`src/rtl/freq_gate_ctrl.sv`:
```
// Gate-timing controller for the frequency meter: drives the BCD event counter's
// write-enable/clear, latches its digits after each gate and auto-ranges by decade.
module freq_gate_ctrl #(
    parameter int unsigned CLK_HZ     = 1000,
    parameter int unsigned CLR_CYC    = 4,
    parameter int unsigned SETTLE_CYC = 2
) (
    input  logic       clk,
    input  logic       rst,
    input  logic       run,
    input  logic [3:0] th_d,
    input  logic [3:0] hundred_d,
    input  logic [3:0] ten_d,
    input  logic [3:0] one_d,
    output logic       w_enable,
    output logic       clear,
    output logic [3:0] disp_th,
    output logic [3:0] disp_hu,
    output logic [3:0] disp_te,
    output logic [3:0] disp_on,
    output logic [1:0] range,
    output logic       ovf,
    output logic       valid,
    output logic       latch_pulse
);

    localparam int unsigned CNT_W = $clog2(CLK_HZ + 1);

    // Phase timers count down from length-1 to zero.
    localparam logic [CNT_W-1:0] CNT_ZERO    = {CNT_W{1'b0}};
    localparam logic [CNT_W-1:0] CNT_ONE     = CNT_W'(1);
    localparam logic [CNT_W-1:0] CLR_LOAD    = CNT_W'(CLR_CYC - 1);
    localparam logic [CNT_W-1:0] SETTLE_LOAD = CNT_W'(SETTLE_CYC - 1);
    localparam logic [CNT_W-1:0] G0_LOAD     = CNT_W'(CLK_HZ - 1);
    localparam logic [CNT_W-1:0] G1_LOAD     = CNT_W'(CLK_HZ / 10 - 1);
    localparam logic [CNT_W-1:0] G2_LOAD     = CNT_W'(CLK_HZ / 100 - 1);

    typedef enum logic [2:0] {
        ST_IDLE   = 3'd0,
        ST_CLEAR  = 3'd1,
        ST_GATE   = 3'd2,
        ST_SETTLE = 3'd3,
        ST_LATCH  = 3'd4
    } state_t;

    function automatic logic [CNT_W-1:0] gate_load_f(input logic [1:0] rng);
        logic [CNT_W-1:0] len;
        case (rng)
            2'd0:    len = G0_LOAD;
            2'd1:    len = G1_LOAD;
            default: len = G2_LOAD;
        endcase
        return len;
    endfunction

    // A thousands digit past 9 means the count no longer fits four digits.
    function automatic logic over_range_f(input logic [3:0] th);
        return (th >= 4'hA);
    endfunction

    state_t           state_r;
    state_t           next_state_s;
    logic [CNT_W-1:0] cnt_r;
    logic [CNT_W-1:0] cnt_next_s;
    logic [3:0]       samp_th_r;
    logic [3:0]       samp_hu_r;
    logic [3:0]       samp_te_r;
    logic [3:0]       samp_on_r;
    logic [1:0]       range_r;
    logic [1:0]       range_next_s;
    logic             pulse_s;
    logic             over_s;
    logic             w_enable_r;
    logic             clear_r;
    logic [3:0]       disp_th_r;
    logic [3:0]       disp_hu_r;
    logic [3:0]       disp_te_r;
    logic [3:0]       disp_on_r;
    logic             ovf_r;
    logic             valid_r;
    logic             latch_pulse_r;

    assign over_s = over_range_f(samp_th_r);

    // Next-state and phase-timer reload logic.
    always_comb begin
        next_state_s = state_r;
        cnt_next_s   = cnt_r;
        case (state_r)
            ST_IDLE: begin
                if (run) begin
                    next_state_s = ST_CLEAR;
                    cnt_next_s   = CLR_LOAD;
                end else begin
                    next_state_s = ST_IDLE;
                    cnt_next_s   = CNT_ZERO;
                end
            end
            ST_CLEAR: begin
                if (cnt_r == CNT_ZERO) begin
                    next_state_s = ST_GATE;
                    cnt_next_s   = gate_load_f(range_r);
                end else begin
                    next_state_s = ST_CLEAR;
                    cnt_next_s   = cnt_r - CNT_ONE;
                end
            end
            ST_GATE: begin
                if (cnt_r == CNT_ZERO) begin
                    next_state_s = ST_SETTLE;
                    cnt_next_s   = SETTLE_LOAD;
                end else begin
                    next_state_s = ST_GATE;
                    cnt_next_s   = cnt_r - CNT_ONE;
                end
            end
            ST_SETTLE: begin
                if (cnt_r == CNT_ZERO) begin
                    next_state_s = ST_LATCH;
                    cnt_next_s   = CNT_ZERO;
                end else begin
                    next_state_s = ST_SETTLE;
                    cnt_next_s   = cnt_r - CNT_ONE;
                end
            end
            ST_LATCH: begin
                if (run) begin
                    next_state_s = ST_CLEAR;
                    cnt_next_s   = CLR_LOAD;
                end else begin
                    next_state_s = ST_IDLE;
                    cnt_next_s   = CNT_ZERO;
                end
            end
            default: begin
                next_state_s = ST_IDLE;
                cnt_next_s   = CNT_ZERO;
            end
        endcase
    end

    // Result evaluation in LATCH: an over-range below the top decade retries one range up.
    always_comb begin
        range_next_s = range_r;
        pulse_s      = 1'b0;
        if (state_r == ST_LATCH) begin
            if (over_s) begin
                if (range_r < 2'd2) begin
                    range_next_s = range_r + 2'd1;
                    pulse_s      = 1'b0;
                end else begin
                    range_next_s = range_r;
                    pulse_s      = 1'b1;
                end
            end else begin
                pulse_s = 1'b1;
                if ((samp_th_r == 4'd0) && (range_r != 2'd0)) begin
                    range_next_s = range_r - 2'd1;
                end else begin
                    range_next_s = range_r;
                end
            end
        end else begin
            range_next_s = range_r;
            pulse_s      = 1'b0;
        end
    end

    // State, timers, digit sampling and all registered outputs.
    always_ff @(posedge clk) begin
        if (rst) begin
            state_r       <= ST_IDLE;
            cnt_r         <= CNT_ZERO;
            samp_th_r     <= 4'd0;
            samp_hu_r     <= 4'd0;
            samp_te_r     <= 4'd0;
            samp_on_r     <= 4'd0;
            range_r       <= 2'd0;
            w_enable_r    <= 1'b0;
            clear_r       <= 1'b0;
            disp_th_r     <= 4'd0;
            disp_hu_r     <= 4'd0;
            disp_te_r     <= 4'd0;
            disp_on_r     <= 4'd0;
            ovf_r         <= 1'b0;
            valid_r       <= 1'b0;
            latch_pulse_r <= 1'b0;
        end else begin
            state_r       <= next_state_s;
            cnt_r         <= cnt_next_s;
            range_r       <= range_next_s;
            w_enable_r    <= (next_state_s == ST_CLEAR) || (next_state_s == ST_GATE);
            clear_r       <= (next_state_s == ST_CLEAR);
            latch_pulse_r <= pulse_s;
            if ((state_r == ST_SETTLE) && (cnt_r == CNT_ZERO)) begin
                samp_th_r <= th_d;
                samp_hu_r <= hundred_d;
                samp_te_r <= ten_d;
                samp_on_r <= one_d;
            end
            if (pulse_s) begin
                valid_r <= 1'b1;
                ovf_r   <= over_s;
                if (over_s) begin
                    disp_th_r <= 4'd9;
                    disp_hu_r <= 4'd9;
                    disp_te_r <= 4'd9;
                    disp_on_r <= 4'd9;
                end else begin
                    disp_th_r <= samp_th_r;
                    disp_hu_r <= samp_hu_r;
                    disp_te_r <= samp_te_r;
                    disp_on_r <= samp_on_r;
                end
            end
        end
    end

    assign w_enable    = w_enable_r;
    assign clear       = clear_r;
    assign disp_th     = disp_th_r;
    assign disp_hu     = disp_hu_r;
    assign disp_te     = disp_te_r;
    assign disp_on     = disp_on_r;
    assign range       = range_r;
    assign ovf         = ovf_r;
    assign valid       = valid_r;
    assign latch_pulse = latch_pulse_r;

endmodule
```
`config.mk`:
```
export PLATFORM = sky130hd
export DESIGN_NAME = freq_gate_ctrl
export DESIGN_NICKNAME = d
export VERILOG_FILES = /design/src/rtl/freq_gate_ctrl.sv
export SDC_FILE = /design/constraint.sdc
export NUM_CORES = 1
export LEC_CHECK = 0
export CAP_MARGIN = 20
export CORE_ASPECT_RATIO = 1.2
export CORE_MARGIN = 5
export CORE_UTILIZATION = 57
export CTS_BUF_LIST = sky130_fd_sc_hd__clkbuf_4 sky130_fd_sc_hd__clkbuf_8
export DETAILED_ROUTE_END_ITERATION = 6
export PLACE_DENSITY_LB_ADDON = 0.3
export SLEW_MARGIN = 20
export SYNTH_ARGS = -nofsm -noshare
export SYNTH_HDL_FRONTEND = slang
export SYNTH_SLANG_ARGS = --single-unit
```
`constraint.sdc`:
```
create_clock -name clk -period 3.75 [get_ports clk]
set_input_delay 0.75 -clock clk [delete_from_list [all_inputs] [get_ports clk]]
set_output_delay 0.75 -clock clk [all_outputs]
set_load 0.1 [all_outputs]
```
==> impl_metrics.yaml <==
synth:
  synth_top_family_by_area: "simple AND/OR/NAND/NOR gates"
  synth_edf_count: 0
  syn-cell-area_um2: 2080
  syn_avg_cell_area_um2: 9.62
  synth_compound_area_frac: 0.193
  yosys_register_bits: 52
  synth_mux_area_frac: 0.0108
  yosysTopAreaCellShare: 0.501
  netlist_instances: 216
  seq_area_frac_synth: 0.501
  synthAdderAreaFrac: 0.0181
  synthArstFlopShare: 0
  yosys-top-cells-area: "dfxtp_1 (50%), a22o_1 (6.7%), nor2_1 (6.1%)"
  synth-xor-area-share: 0.0295
  synth_common_cells: "dfxtp_1 (52), nor2_1 (34), a22o_1 (16)"
  ys_types: 47
  synth.most_common_cell: "dfxtp_1"
  ys.flop_type: "dfxtp_1"
  synth_top_area_cell: "dfxtp_1"
  syn_nets: 238
  yosysWarnings: 0
  yosys.area_share.simple: 0.212
floorplan:
  ioPinCount: 42
  die_h_um: 76.1
  rows: 24
  start_util: 0.581
  dieWidth_um: 65.1
  core-area_um2: 3570
  die-area_um2: 4960
grt:
  use_met2: 0.341
  grt_pass1_vias: 1724
  grt_start_max_net_pins: 31
  antenna_found_initial: 0
  grt_remaining_overflow: 0
  use_met1: 0.246
  grt.met3_usage: 0.0472
  gr-max-usage-layer: "met2"
  grt_usage: 0.199
  grt_pass1_wl_um: 8080
clocking:
  postCtsSetupRepairBufs: 0
  cts-root-buf: "clkbuf_8"
  cts-resized-gates: 0
  clkSinkCount: 52
  cts_hold_buf: 0
  clk_path_buf_depth: 2
  cts_tree: "built"
  cts_buffers: 5
  clk_pin_slew_worst_paths_ns: 0.09
  clk_latency_ns: 0.30
  htreeDepth: 2
timing:
  tightestPinTransition_ns: 0.983
  finalCriticalPeriod_ns: 2.59
  fin_tns_setup_ns: 0
  post-route-period-util: 0.692
  holdWs_ns: 0.486
  rsz0062_at_grt: "no"
  setup_viol: 0
  fmax_mhz: 386
  hold_viol: 0
  fin_skew_ns: 0.00751
  final-max-slew-violation-count: 0
  slew_headroom: 0.343
route:
  wl_per_cell_um: 15.7
  dr.pass1.iters: 4
  drtIter0Drc: 146
  remaining_drc_errors: 0
  routed_wl_um: 4620
  num_vias: 1726
  final_antenna_net_count: 0
  avgViaCountPerCell: 5.87
setup_path:
  critPathBufInv: 1
  r2r_slack_ns: 1.36
  cp_cell_sequence: "clkdlybuf4s50_1"
  cp_data_arrival_time_ns: 1.84
  required_ns: 3.00
  endpoint_kind: "output pin"
  slowest_stage: "clkdlybuf4s50_1"
  critPathMaxFanout: 4
  cp_slowest_stage_delay_ns: 1.16
  cp-start-kind: "flip-flop"
  critical_path_class: "flip-flop to output pin"
  crit_family: "buffers and inverters"
power:
  p_per_area_nw_per_um2: 684
  combPwrFrac: 0.423
  ir_worst_vdd_uv: 344
  netSwitchingFraction: 0.395
  p_leak_nw: 0.944
  p_int_mw: 1.07
  p_clk_frac: 0.171
  power_switching_mw: 0.698
  pwr-share-seq: 0.406
placement:
  dpl.cell_count: 287
  portBuffers: 41
  routabilityCongestion: 0.820
  hpwl_um: 3320
flow_run:
  cap_violations: 0
final_layout:
  antenna_cells: 0
  finish.utilization: 0.722
  final_cells: 294
  drive_gt1_frac: 0.0706
  syn_to_final_growth_pct: 24.3
  nets: 277
worst_hold_path:
  hp-class: "flip-flop to flip-flop"
status:
  status: "finished, final reports clean"
cell type report:
| cell class | count | area (µm²) |
|---|---|---|
| Tap cell | 39 | 48.8 |
| Inverter | 4 | 15.0 |
| Timing Repair Buffer | 44 | 433 |
| Multi-Input combinational cell | 148 | 962 |
| Fill cell | 268 | 992 |
| Sequential cell | 52 | 1040 |
| Clock inverter | 2 | 12.5 |
| Clock buffer | 5 | 68.8 |
per-layer routing:
metal	up-vias	share of wire
li1	862	-
met4	0	0.012
met2	45	0.52
met1	812	0.43
met3	7	0.045
met5	-	0
cell usage in the layout, fill, tap and decap left out, types with 2 or more instances in the layout:
master and count:
a22o_1 16, or3_1 3, nor3b_1 2, a211oi_1 2
nand3_1 4, a22oi_1 8, clkbuf_8 5, nand4b_1 2
clkdlybuf4s50_1 41, o21ai_0 5, buf_4 3, nand2_1 4
nor3_1 15, nor4_1 3, nor2_1 34, nand2b_1 4
a211o_1 2, ha_1 3, or4_1 2, inv_1 4
a31oi_1 3, dfxtp_1 52, mux2_2 2, xor2_1 3
o21bai_1 3, a21oi_1 4, o31ai_1 2, nor2b_1 2
xnor2_1 4
state kept, by name (all words and copies together) (netlist names), 2 cells and up:
register,cells
cnt_r,10
disp_hu,4
disp_on,4
disp_te,4
disp_th,4
samp_hu_r,4
samp_on_r,4
samp_te_r,4
samp_th_r,4
state_r,3
range,2
final timing paths:
check | startpoint | to | cells after the start
min reg2reg | samp_hu_r[1] | samp_hu_r[1] | 1
max | range[0] | range[0] | 1
max reg2reg | cnt_r[0] | samp_on_r[2] | 7
min | samp_hu_r[1] | samp_hu_r[1] | 1
kinds of logic after synthesis:
group	after synthesis
muxes	2
buffers and inverters	16
adders and majority gates	3
xor gates and xnor gates	7
and+or+nand+nor	83
DFF	52
AOI/OAI and AO/OA	53
power by group through the flow:
stage	clock network, mW	logic (mW)	registers [mW]
after floorplan	0	0.514	0.781
after global placement	0	0.728	0.724
after detailed placement	0	0.736	0.729
after CTS	0.308	0.742	0.716
after global routing	0.336	0.830	0.730
final	0.302	0.747	0.717
through the flow:
step | setup slack, ns | total power [mW] | cell area (µm²)
floorplan | 1.59 | 1.30 | 2080
global placement | 1.44 | 1.45 | 2500
detailed placement | 1.37 | 1.46 | 2500
CTS | 1.14 | 1.77 | 2580
global route | 1.05 | 1.90 | 2580
finish | 1.16 | 1.77 | 2580
(Power assumes the default switching activity.)
